==> src/rtl/pdm_seq_pkg.sv <==
// Shared types and constants for the PDM sample sequencer.
package pdm_seq_pkg;

  typedef enum logic [1:0] {
    IDLE      = 2'd0,
    RAMP_UP   = 2'd1,
    RUN       = 2'd2,
    RAMP_DOWN = 2'd3
  } seq_state_e;

  localparam int unsigned UNDERRUN_CNT_W = 16;

  // Offset-binary zero level for a sample of the given width.
  function automatic int unsigned mid_value(input int unsigned width);
    return 32'd1 << (width - 1);
  endfunction

endpackage

==> src/rtl/pdm_seq_fifo.sv <==
// Small synchronous FIFO with flush; head is visible combinationally so a
// pop can consume it in the same cycle.
module pdm_seq_fifo #(
  parameter int WIDTH = 8,
  parameter int DEPTH = 4
) (
  input  logic                       clk,
  input  logic                       reset_n,
  input  logic                       push,
  input  logic [WIDTH-1:0]           push_data,
  input  logic                       pop,
  input  logic                       flush,
  output logic [WIDTH-1:0]           head,
  output logic                       full,
  output logic                       empty,
  output logic [$clog2(DEPTH):0]     count
);

  localparam int AW = $clog2(DEPTH);

  logic [WIDTH-1:0] mem [DEPTH];
  logic [AW-1:0]    wr_ptr_q, wr_ptr_d;
  logic [AW-1:0]    rd_ptr_q, rd_ptr_d;
  logic [AW:0]      count_q, count_d;
  logic             push_ok, pop_ok;

  assign full    = (count_q == (AW+1)'(DEPTH));
  assign empty   = (count_q == '0);
  assign count   = count_q;
  assign head    = mem[rd_ptr_q];
  assign push_ok = push && !full && !flush;
  assign pop_ok  = pop && !empty && !flush;

  always_comb begin
    wr_ptr_d = wr_ptr_q;
    rd_ptr_d = rd_ptr_q;
    count_d  = count_q;
    if (flush) begin
      wr_ptr_d = '0;
      rd_ptr_d = '0;
      count_d  = '0;
    end else begin
      if (push_ok) wr_ptr_d = wr_ptr_q + 1'b1;
      if (pop_ok)  rd_ptr_d = rd_ptr_q + 1'b1;
      case ({push_ok, pop_ok})
        2'b10:   count_d = count_q + 1'b1;
        2'b01:   count_d = count_q - 1'b1;
        default: count_d = count_q;
      endcase
    end
  end

  always_ff @(posedge clk or negedge reset_n) begin
    if (!reset_n) begin
      wr_ptr_q <= '0;
      rd_ptr_q <= '0;
      count_q  <= '0;
    end else begin
      wr_ptr_q <= wr_ptr_d;
      rd_ptr_q <= rd_ptr_d;
      count_q  <= count_d;
    end
  end

  always_ff @(posedge clk) begin
    if (push_ok) mem[wr_ptr_q] <= push_data;
  end

endmodule

==> src/rtl/pdm_sample_sequencer.sv <==
// Paces buffered samples into the modulator once per period, ramping to/from
// mid-scale on start/stop. Define PDM_SEQ_UNDERRUN_CNT_EN for underrun_count.
module pdm_sample_sequencer
  import pdm_seq_pkg::*;
#(
  parameter int INPUT_WIDTH = 8,
  parameter int DIV_WIDTH   = 16,
  parameter int FIFO_DEPTH  = 4,
  parameter int RAMP_STEP   = 1
) (
  input  logic                   clk,
  input  logic                   reset_n,
  input  logic                   enable,
  input  logic [DIV_WIDTH-1:0]   period,
  input  logic                   s_valid,
  output logic                   s_ready,
  input  logic [INPUT_WIDTH-1:0] s_data,
  output logic [INPUT_WIDTH-1:0] sample,
  output logic                   sample_strobe,
  output logic                   busy,
  output logic                   underrun
`ifdef PDM_SEQ_UNDERRUN_CNT_EN
  ,
  output logic [UNDERRUN_CNT_W-1:0] underrun_count
`endif
);

  localparam int CW = $clog2(FIFO_DEPTH) + 1;
  localparam logic [INPUT_WIDTH:0] MID_EXT  = (INPUT_WIDTH+1)'(mid_value(INPUT_WIDTH));
  localparam logic [INPUT_WIDTH:0] STEP_EXT = (INPUT_WIDTH+1)'(RAMP_STEP);

  seq_state_e             state_q, state_d;
  logic [DIV_WIDTH-1:0]   cnt_q, cnt_d;
  logic [DIV_WIDTH-1:0]   period_q, period_d;
  logic [INPUT_WIDTH-1:0] sample_q, sample_d;
  logic                   strobe_q, strobe_d;
  logic                   underrun_q, underrun_d;
  logic                   tick;

  logic                   fifo_push, fifo_pop, fifo_flush;
  logic                   fifo_full, fifo_empty;
  logic [INPUT_WIDTH-1:0] fifo_head;
  logic [CW-1:0]          fifo_count;

  logic [INPUT_WIDTH:0]   sample_ext, up_sum, up_val, dn_val;

  pdm_seq_fifo #(
    .WIDTH (INPUT_WIDTH),
    .DEPTH (FIFO_DEPTH)
  ) u_fifo (
    .clk       (clk),
    .reset_n   (reset_n),
    .push      (fifo_push),
    .push_data (s_data),
    .pop       (fifo_pop),
    .flush     (fifo_flush),
    .head      (fifo_head),
    .full      (fifo_full),
    .empty     (fifo_empty),
    .count     (fifo_count)
  );

  assign busy      = (state_q != IDLE);
  assign s_ready   = ((state_q == RAMP_UP) || (state_q == RUN)) && !fifo_full;
  assign fifo_push = s_valid && s_ready;

  // Period is latched at reload so a mid-count change never truncates a period.
  assign tick = busy && (cnt_q == period_q);

  always_comb begin
    cnt_d    = cnt_q + 1'b1;
    period_d = period_q;
    if (!busy || tick) begin
      cnt_d    = '0;
      period_d = period;
    end
  end

  // Ramps use one extra bit so the clamp sees the true sum/difference.
  assign sample_ext = {1'b0, sample_q};
  assign up_sum     = sample_ext + STEP_EXT;
  assign up_val     = (up_sum > MID_EXT) ? MID_EXT : up_sum;
  assign dn_val     = (sample_ext > STEP_EXT) ? (sample_ext - STEP_EXT) : '0;

  always_comb begin
    state_d    = state_q;
    sample_d   = sample_q;
    strobe_d   = 1'b0;
    underrun_d = 1'b0;
    fifo_pop   = 1'b0;
    fifo_flush = 1'b0;
    case (state_q)
      IDLE: begin
        fifo_flush = 1'b1;
        sample_d   = '0;
        if (enable) state_d = RAMP_UP;
      end
      RAMP_UP: begin
        if (!enable) begin
          state_d = RAMP_DOWN;
        end else if (tick) begin
          sample_d = up_val[INPUT_WIDTH-1:0];
          strobe_d = 1'b1;
          if (up_val == MID_EXT) state_d = RUN;
        end
      end
      RUN: begin
        if (!enable) begin
          state_d = RAMP_DOWN;
        end else if (tick) begin
          if (!fifo_empty) begin
            fifo_pop = 1'b1;
            sample_d = fifo_head;
            strobe_d = 1'b1;
          end else begin
            underrun_d = (fifo_count == '0);
          end
        end
      end
      RAMP_DOWN: begin
        if (tick) begin
          sample_d = dn_val[INPUT_WIDTH-1:0];
          strobe_d = 1'b1;
          if (dn_val == '0) state_d = IDLE;
        end
      end
      default: state_d = IDLE;
    endcase
  end

  always_ff @(posedge clk or negedge reset_n) begin
    if (!reset_n) begin
      state_q    <= IDLE;
      cnt_q      <= '0;
      period_q   <= '0;
      sample_q   <= '0;
      strobe_q   <= 1'b0;
      underrun_q <= 1'b0;
    end else begin
      state_q    <= state_d;
      cnt_q      <= cnt_d;
      period_q   <= period_d;
      sample_q   <= sample_d;
      strobe_q   <= strobe_d;
      underrun_q <= underrun_d;
    end
  end

  assign sample        = sample_q;
  assign sample_strobe = strobe_q;
  assign underrun      = underrun_q;

`ifdef PDM_SEQ_UNDERRUN_CNT_EN
  logic [UNDERRUN_CNT_W-1:0] ur_cnt_q, ur_cnt_d;

  always_comb begin
    ur_cnt_d = ur_cnt_q;
    if (underrun_d && (ur_cnt_q != '1)) ur_cnt_d = ur_cnt_q + 1'b1;
  end

  always_ff @(posedge clk or negedge reset_n) begin
    if (!reset_n) ur_cnt_q <= '0;
    else          ur_cnt_q <= ur_cnt_d;
  end

  assign underrun_count = ur_cnt_q;
`endif

endmodule

==> config.mk <==
export PLATFORM = sky130hd
export DESIGN_NAME = pdm_sample_sequencer
export DESIGN_NICKNAME = d
export VERILOG_FILES = /design/src/rtl/pdm_seq_pkg.sv /design/src/rtl/pdm_seq_fifo.sv /design/src/rtl/pdm_sample_sequencer.sv
export SDC_FILE = /design/constraint.sdc
export NUM_CORES = 1
export LEC_CHECK = 0
export CELL_PAD_IN_SITES_DETAIL_PLACEMENT = 1
export CELL_PAD_IN_SITES_GLOBAL_PLACEMENT = 2
export CORE_MARGIN = 2
export CORE_UTILIZATION = 30
export DETAILED_ROUTE_END_ITERATION = 8
export PLACE_DENSITY_LB_ADDON = 0.1
export RECOVER_POWER = 50
export SYNTH_ARGS = -nofsm -noshare
export SYNTH_HDL_FRONTEND = slang
export SYNTH_SLANG_ARGS = --single-unit
==> constraint.sdc <==
create_clock -name clk -period 3 [get_ports clk]
set_input_delay 0.6 -clock clk [delete_from_list [all_inputs] [get_ports clk]]
set_output_delay 0.6 -clock clk [all_outputs]
set_load 0.1 [all_outputs]
**Word level (Yosys, flattened, before mapping)**

Memory sizes are Yosys's and may differ from the RTL's.
Cells that the tools add are included.

- Bits in registers: 51
- Memory bits (writable): 32
- Word-level logic and storage cells: 98
- Memories kept: 1

Memories:

| memory | depth | bits a word | rd ports | clocked after memory_dff | write ports | RTL line | source |
|---|---|---|---|---|---|---|---|
| u_fifo.mem | 4 | 8 | 1 | 0 | 1 | pdm_seq_fifo.sv:21 | `logic [WIDTH-1:0] mem [DEPTH];` |

- Add/sub/neg operators: 7
- $lt $le $gt $ge: 2
- Equal/unequal tests: 19
- Mux-type cells: 38
- Reduce and logical (&&, ||, !) cells: 22

Operator list:

| cell | count |
|---|---|
| $mux W8 | 6 |
| $pmux W8 S4 | 1 |
| $mux W2 | 11 |
| $mux W9 | 2 |
| $ne A2 B2 Y1 const B | 9 |
| $add A16 B1 Y16 const B | 1 |
| $eq A16 B16 Y1 | 1 |
| $mux W16 | 1 |
| $mux W1 | 13 |
| $reduce_and A6 Y1 | 2 |
| $add A8 B1 Y9 const B | 1 |
| $eq A9 B8 Y1 const B | 1 |
| $gt A9 B8 Y1 const B | 1 |
| $logic_not A9 Y1 | 1 |
| $sub A8 B1 Y9 const B | 1 |
| $gt A8 B1 Y1 const B | 1 |
| $pmux W2 S4 | 1 |
| $logic_and A1 B1 Y1 | 7 |
| $eq A2 B2 Y1 const B | 3 |
| $pmux W3 S2 | 1 |
| $reduce_bool A2 Y1 | 3 |
| $add A2 B1 Y2 const B | 2 |
| $eq A2 B1 Y1 const B | 2 |
| $logic_not A1 Y1 | 4 |
| 11 further kinds | 12 |

**Depth between registers and ports, before layout**

Gate-level depths: netlist (run 1).

- Depth after elaboration: 10
- Mapped depth: 10
- Mapped depth without buffers: 10

**Hierarchy**

Synthesis (run 1) repeated with hierarchy kept, for this count alone.

- Cells, all modules: 391
- Area, all modules: 4,503.1 um^2

Modules (own cells, without submodules):

| module | times used | cells each | area each (um^2) |
|---|---|---|---|
| pdm_sample_sequencer | 1 | 284 | 2,776.4 |
| pdm_seq_fifo | 1 | 107 | 1,726.7 |

**Worst setup path after synthesis (run 1)**

Ideal clock, no wire load.

- Path kind: flip-flop to flip-flop
- Start: reg state_q[0]
- End: reg u_fifo.count_q[2], in the netlist u_fifo.count[2]
- Setup time: 132 ps
- Data arrival time: 5,422 ps
- Required time: 2,868 ps
- Path slack: -2,554 ps
- Stages on the path, launching flop included: 11
- Path buffers: 0
- Clock period less this slack: 5,554 ps
- Cells stage by stage: dfrtp_1 -> inv_1 -> ha_1 -> a21boi_0 -> nand2_1 -> and3_1 -> fa_1 -> or4b_1 -> o21ai_1 -> xnor2_1 -> nor2_1

RTL lines:

| element | RTL line | source |
|---|---|---|
| from (decl) | pdm_sample_sequencer.sv:32 | `seq_state_e state_q, state_d;` |
| from (signal assigned) | pdm_sample_sequencer.sv:140 | `state_q <= state_d;` |
| $eq A2 B1 Y1 / $eq A2 B2 Y1 (equally long branches) | pdm_sample_sequencer.sv:64 | `assign s_ready = ((state_q == RAMP_UP) \|\| (state_q == RUN)) && !fifo_full;` |
| $logic_or A1 B1 Y1 * | pdm_sample_sequencer.sv:64 |  |
| $logic_and A1 B1 Y1 * | pdm_sample_sequencer.sv:64 |  |
| via s_ready | pdm_sample_sequencer.sv:16 | `output logic s_ready,` |
| $logic_and A1 B1 Y1 * | pdm_sample_sequencer.sv:65 | `assign fifo_push = s_valid && s_ready;` |
| $logic_and A1 B1 Y1 * (2 in a row) | pdm_seq_fifo.sv:31 | `assign push_ok = push && !full && !flush;` |
| $eq A2 B1 Y1 / $eq A2 B2 Y1 (equally long branches) | pdm_seq_fifo.sv:45 | `case ({push_ok, pop_ok})` |
| $pmux W3 S2 | pdm_seq_fifo.sv:45 |  |
| $mux W3 | pdm_seq_fifo.sv:38 | `if (flush) begin` |
| to (signal assigned) | pdm_seq_fifo.sv:61 | `count_q <= count_d;` |
| to (decl) | pdm_seq_fifo.sv:24 | `logic [AW:0] count_q, count_d;` |

Mark *: on every way through the listed nets, which the timed path passes. The rest lies on a longest branch.
A chain may end at the register's enable or synchronous reset.

**Worst setup path in the final report (run 1)**

- Start: reg state_q[0]
- End: reg u_fifo.count_q[2], in the netlist u_fifo.count[2]

- Cells in the longest elaborated chain, start to end: 10

RTL lines:

| element | RTL line | source |
|---|---|---|
| $reduce_bool A2 Y1 | pdm_sample_sequencer.sv:63 | `assign busy = (state_q != IDLE);` |
| $logic_and A1 B1 Y1 | pdm_sample_sequencer.sv:68 | `assign tick = busy && (cnt_q == period_q);` |
| $mux W1 | pdm_sample_sequencer.sv:110 | `end else if (tick) begin` |
| $mux W1 | pdm_sample_sequencer.sv:108 | `if (!enable) begin` |
| $mux W1 | pdm_sample_sequencer.sv:92 | `case (state_q)` |
| $logic_and A1 B1 Y1 (2 in a row) | pdm_seq_fifo.sv:32 | `assign pop_ok = pop && !empty && !flush;` |
| $eq A2 B1 Y1 / $eq A2 B2 Y1 (equally long branches) | pdm_seq_fifo.sv:45 |  |
| $pmux W3 S2 | pdm_seq_fifo.sv:45 |  |
| $mux W3 | pdm_seq_fifo.sv:38 |  |

Several ways; a longest one is shown, not always the timed one.

==> flow_metrics.env, run 1 <==
export IMPL_critPathBufInv=1
export IMPL_hold_viol_final=0
export IMPL_synth_cell_types=54
export IMPL_clock_root_buffer="clkbuf_16"
export IMPL_drtAntennaViolNets=0
export IMPL_critPathArrivalTime_ps=2940
export IMPL_rr_worst_depth=10
export IMPL_crit_slowest_cell="or4b_1"
export IMPL_power_density_nw_per_um2=969
export IMPL_place_gp_congestion=0.723
export IMPL_wl_mm=10.5
export IMPL_mostFrequentLayoutCells="dfrtp_1 (49), nor2_1 (34), edfxtp_1 (32), nand2_1 (31), xor2_1 (29)"
export IMPL_critical_path_max_stage_delay_ps=520
export IMPL_htree_levels=3
export IMPL_area_growth_pct=20.6
export IMPL_cp_depth=10
export IMPL_finalSetupViolCount=0
export IMPL_crit_type="flop to flop"
export IMPL_period_minus_slack_ps=2730
export IMPL_io_pins=40
export IMPL_grt_pass1_wl_mm=17.3
export IMPL_end_kind="flop"
export IMPL_drc_errors=0
export IMPL_drive_gt1_share_pct=19.9
export IMPL_crit_start="state_q[0]$_DFFE_PN0P_"
export IMPL_fin_crit_sh_pct=90.9
export IMPL_clkTransAtPathRegs_ps=60
export IMPL_r2r_start="state_q[0]$_DFFE_PN0P_"
export IMPL_die_w_um=124
export IMPL_portBuffers=39
export IMPL_final_common_cell="dfrtp_1"
export IMPL_wl_per_cell_um=17.6
export IMPL_cp_cell_sequence="inv_1, ha_1, a21boi_4, nand2_4, and3_4, fa_1, or4b_1, o21ai_1, xnor2_1, nor2_1"
export IMPL_yosys_warnings=0
export IMPL_status="finished clean"
export IMPL_rows=43
export IMPL_synth_edf_count=32
export IMPL_ys_ff_latch=83
export IMPL_required_ps=3220
export IMPL_power_mw=5.05
export IMPL_async_flop_share_pct=61.4
export IMPL_drt_vias_per_instance=4.91
export IMPL_core_um2=14000
export IMPL_cpLargestDelayFamily="simple AND/OR/NAND/NOR gates"
export IMPL_fmax_mhz=367
export IMPL_worstSetupStartpointType="flop"
export IMPL_die_y_um=124
export IMPL_clock_path_buffers=2
export IMPL_maxSlewHeadroom_pct=11.6
export IMPL_grt_max_degree=52
export IMPL_tns_ps=0
export IMPL_syn_area_per_cell_um2=11.8
export IMPL_total_leakage_power_nw=2.07
export IMPL_cts_resized=0
export IMPL_cts_setup_buffers=0
export IMPL_start_util_pct=30.9
export IMPL_first_global_vias=3054
export IMPL_r2r_end="u_fifo.count[2]$_DFFE_PN0P_"
export IMPL_cts_buffers=9
export IMPL_yosysSeqAreaShare_pct=51.8
export IMPL_cts_sinks=83
export IMPL_diodes=0
export IMPL_setup_worst_path_end="u_fifo.count[2]$_DFFE_PN0P_"
export IMPL_grt_usage_pct=15.2
export IMPL_finalMaxSlewViolations=0
export IMPL_synth_top_cell_by_area="dfrtp_1"
export IMPL_antenna_found_initial=0
export IMPL_ir_drop_mv=0.401
export IMPL_rsz0062_at_grt="no"
export IMPL_drt_iter0_markers=148
export IMPL_overflow=0
export IMPL_ys_top_cells_by_area="dfrtp_1 (30%), edfxtp_1 (22%), xor2_1 (5.9%)"
export IMPL_synth_flop_cell="dfrtp_1"
export IMPL_synth_top_cell_area_share_pct=29.5
export IMPL_cap_viol_max_count=0
export IMPL_postLayoutCoreUtil_pct=37.2
export IMPL_nets=454
export IMPL_hold_path_class="flop to flop"
export IMPL_r2r_slack_ps=270
export IMPL_crit_path_max_fanout=10
export IMPL_die_area_um2=15400
export IMPL_clk_latency_ps=340
export IMPL_cts_tree="done"
export IMPL_vias=2935
export IMPL_cts_hold_buf=0
export IMPL_dp_hpwl_mm=7.36
export IMPL_syn_num_nets=408
export IMPL_skew_ps=7.67
export IMPL_syn_area_um2=4320
export IMPL_synthCells=367
export IMPL_worstMarginPinSlew_ps=1330
export IMPL_drtPass1Iterations=4
## synthesized netlist by cell type, types with 7 or more instances
master / number
a21oi_1: 11
buf_2: 9
nor2_1: 34
inv_1: 10
nand3_1: 16
mux2_2: 17
o21ai_0: 7
nand2_1: 32
mux4_2: 8
and3_1: 7
xnor2_1: 14
xor2_1: 29
ha_1: 12
dfrtp_1: 51
edfxtp_1: 32
## report_power, final
group	switching (mW)	leakage, nW	internal, mW
registers	0.239	0.944	1.46
logic	1.44	0.998	0.913
clock network	0.446	0.131	0.554
## logic make-up after synthesis
logic type	synth area share, %
AO/OA/AOI/OAI	8.60
XOR/XNOR	8.72
adder cells (fa/ha/maj)	3.94
buffers and inverters	3.13
flip-flops	51.8
multiplexers	9.53
AND/OR/NAND/NOR	14.3
## worst min-delay path by stage
stage,start,to,slack (ps),depth (start not counted)
2_1_floorplan,reset_n,cnt_q[0]$_DFF_PN0_,300,0
3_3_place_gp,cnt_q[0]$_DFF_PN0_,cnt_q[0]$_DFF_PN0_,500,1
3_5_place_dp,cnt_q[0]$_DFF_PN0_,cnt_q[0]$_DFF_PN0_,510,1
4_1_cts,reset_n,sample[2]$_DFFE_PN0P_,240,2
5_1_grt,cnt_q[0]$_DFF_PN0_,cnt_q[0]$_DFF_PN0_,530,1
6_report,cnt_q[0]$_DFF_PN0_,cnt_q[0]$_DFF_PN0_,510,1
## layout make-up
type	instances	area, um^2
fill	1529	8780
sequential	83	2240
multi-input combinational	255	1970
timing repair buffer	54	475
clock buffer	10	229
tap	180	225
inverter	10	37.5
clock inverter	6	31.3
## routing by layer
layer  routed length, um  vias up  global-route usage (%)
li1                    -     1407                       -
met1                5290     1490                    21.6
met2                4800       28                    22.9
met3                 286       10                    3.21
met4                 158        0                    5.69
met5                   0        -                       0
## per-stage QoR
step	hold WS, ps	worst slack, ps	area [um^2]	cells
floorplan	304	-82.4	4350	367
global placement	502	211	4980	582
detailed placement	505	193	4980	582
CTS	241	230	5240	598
global route	535	98.2	5210	598
finish	505	273	5210	598
## state kept, by name (all words and copies together) (netlist names)
| register | cells |
|---|---|
| state_q | 2 |
| u_fifo.count | 3 |
| cnt_q | 16 |
| period_q | 16 |
| sample | 8 |
| u_fifo.mem | 32 |
| u_fifo.wr_ptr_q | 2 |
| sample_strobe | 1 |
| u_fifo.rd_ptr_q | 2 |
| underrun | 1 |
Note: power is estimated with default switching activity, not from simulation.
==> inputs of run 2 (changes only) <==
--- a/config.mk
+++ b/config.mk
@@ -8,7 +8,7 @@
 export CELL_PAD_IN_SITES_DETAIL_PLACEMENT = 1
 export CELL_PAD_IN_SITES_GLOBAL_PLACEMENT = 2
 export CORE_MARGIN = 2
-export CORE_UTILIZATION = 30
+export CORE_UTILIZATION = 35
 export DETAILED_ROUTE_END_ITERATION = 8
 export PLACE_DENSITY_LB_ADDON = 0.1
 export RECOVER_POWER = 50
==> run 2 against run 1 <==
Against the previous run:
- the run now ends with max-capacitance violations, max-slew violations left
- via count up 0.78%
- largest power group unchanged
- core utilization up 6.3 points
- clock power up 21%
- routed wire length down 5.2%
- non-clock buffer count up 2
- sequential cell count unchanged
==> flow_metrics.env, run 2 (same netlist as run 1, synthesis figures left out) <==
export IMPL_status="finished, violations left"
export IMPL_violations="max-capacitance violations, max-slew violations"
export IMPL_dp_cells=551
export IMPL_power_mw=5.23
export IMPL_required_ps=3220
export IMPL_io_pins=40
export IMPL_fmax_mhz=363
export IMPL_overflow=0
export IMPL_pre_cts_ws_ps=203
export IMPL_cts_buffers=9
export IMPL_fin_crit_sh_pct=91.9
export IMPL_vias=2958
export IMPL_crit_slowest_cell="or4b_1"
export IMPL_clkTransAtPathRegs_ps=60
export IMPL_hold_path_class="flop to flop"
export IMPL_power_density_nw_per_um2=1000
export IMPL_clock_path_buffers=2
export IMPL_r2r_slack_ps=240
export IMPL_mostFrequentLayoutCells="dfrtp_1 (49), nor2_1 (34), edfxtp_1 (32), nand2_1 (31), xor2_1 (29)"
export IMPL_skew_ps=9.67
export IMPL_rr_worst_depth=10
export IMPL_die_w_um=115
export IMPL_antenna_found_initial=0
export IMPL_r2r_end="u_fifo.count[2]$_DFFE_PN0P_"
export IMPL_stdcell_area_um2=5230
export IMPL_drc_errors=0
export IMPL_worstSetupStartpointType="flop"
export IMPL_drt_iter0_markers=91
export IMPL_largest_reg_flops=32
export IMPL_cts_setup_buffers=0
export IMPL_cts_resized=0
export IMPL_die_area_um2=13200
export IMPL_crit_type="flop to flop"
export IMPL_drtPass1Iterations=4
export IMPL_ir_drop_mv=0.473
export IMPL_htree_levels=3
export IMPL_tns_ps=0
export IMPL_final_common_cell="dfrtp_1"
export IMPL_start_util_pct=36.0
export IMPL_finalSetupViolCount=0
export IMPL_wl_per_cell_um=17.6
export IMPL_fillerInstances=1283
export IMPL_crit_start="state_q[0]$_DFFE_PN0P_"
export IMPL_place_gp_congestion=0.785
export IMPL_cap_viol_max_count=1
export IMPL_period_minus_slack_ps=2760
export IMPL_clock_root_buffer="clkbuf_16"
export IMPL_grt_pass1_wl_mm=16.5
export IMPL_die_y_um=115
export IMPL_instances_no_fill=567
export IMPL_cpLargestDelayFamily="simple AND/OR/NAND/NOR gates"
export IMPL_portBuffers=39
export IMPL_end_kind="flop"
export IMPL_drive_gt1_share_pct=20.2
export IMPL_clk_latency_ps=350
export IMPL_top_register="u_fifo.mem"
export IMPL_area_growth_pct=21.0
export IMPL_grt_usage_pct=16.6
export IMPL_core_um2=12000
export IMPL_critPathArrivalTime_ps=2980
export IMPL_drt_vias_per_instance=5.22
export IMPL_postLayoutCoreUtil_pct=43.5
export IMPL_cts_sinks=83
export IMPL_critPathBufInv=1
export IMPL_dp_hpwl_mm=7.11
export IMPL_maxSlewHeadroom_pct=-20.5
export IMPL_hold_viol_final=0
export IMPL_rows=40
export IMPL_diodes=0
export IMPL_holdPathStages=1
export IMPL_total_leakage_power_nw=2.09
export IMPL_first_global_vias=3025
export IMPL_drtAntennaViolNets=0
export IMPL_nets=456
export IMPL_wl_mm=9.98
export IMPL_cp_cell_sequence="inv_1, ha_1, a21boi_4, nand2_4, and3_4, fa_1, or4b_1, o21ai_1, xnor2_1, nor2_1"
export IMPL_grt_max_degree=32
export IMPL_worstHoldStart="cnt_q[0]$_DFF_PN0_"
export IMPL_finalMaxSlewViolations=32
export IMPL_top_regs="u_fifo.mem x32, cnt_q x16, period_q x16"
export IMPL_crit_path_max_fanout=10
export IMPL_hold_end="cnt_q[0]$_DFF_PN0_"
export IMPL_cts_tree="done"
export IMPL_r2r_start="state_q[0]$_DFFE_PN0P_"
export IMPL_critical_path_max_stage_delay_ps=530
export IMPL_cts_hold_buf=0
export IMPL_timing_hold_ws_ps=515
export IMPL_place_area_um2=4930
export IMPL_rsz0062_at_grt="no"
export IMPL_worstMarginPinSlew_ps=1810
export IMPL_worst_slack_ps=243
-- run 2: final cells by class --
class	instances	area (um^2)	area share, %
Sequential cell	83	2240	42.8
Multi-Input combinational cell	255	1970	37.6
Timing Repair Buffer	56	475	9.09
Clock buffer	9	225	4.31
Tap cell	147	184	3.52
Clock inverter	7	101	1.94
Inverter	10	37.5	0.718
-- run 2: layer usage --
layer	vias up	wire length [um]	track usage (%)
met4	0	150	6.51
li1	1416	-	-
met2	50	4360	24.2
met5	-	0	0
met1	1480	5150	24.5
met3	12	326	3.22
-- run 2: where the power goes --
| group | leakage, nW | internal (mW) | switching (mW) |
|---|---|---|---|
| Sequential | 0.944 | 1.46 | 0.242 |
| Combinational | 0.990 | 0.903 | 1.41 |
| Clock | 0.152 | 0.735 | 0.478 |
-- run 2: worst max path at each step --
stage / depth (start not counted) / slack, ps / end
6_report: 10 / 240 / u_fifo.count[2]$_DFFE_PN0P_
5_1_grt: 10 / 80 / u_fifo.count[2]$_DFFE_PN0P_
4_1_cts: 10 / 240 / u_fifo.count[2]$_DFFE_PN0P_
3_5_place_dp: 8 / 200 / u_fifo.count[2]$_DFFE_PN0P_
3_3_place_gp: 8 / 230 / u_fifo.count[2]$_DFFE_PN0P_
2_1_floorplan: 10 / -80 / u_fifo.count[2]$_DFFE_PN0P_
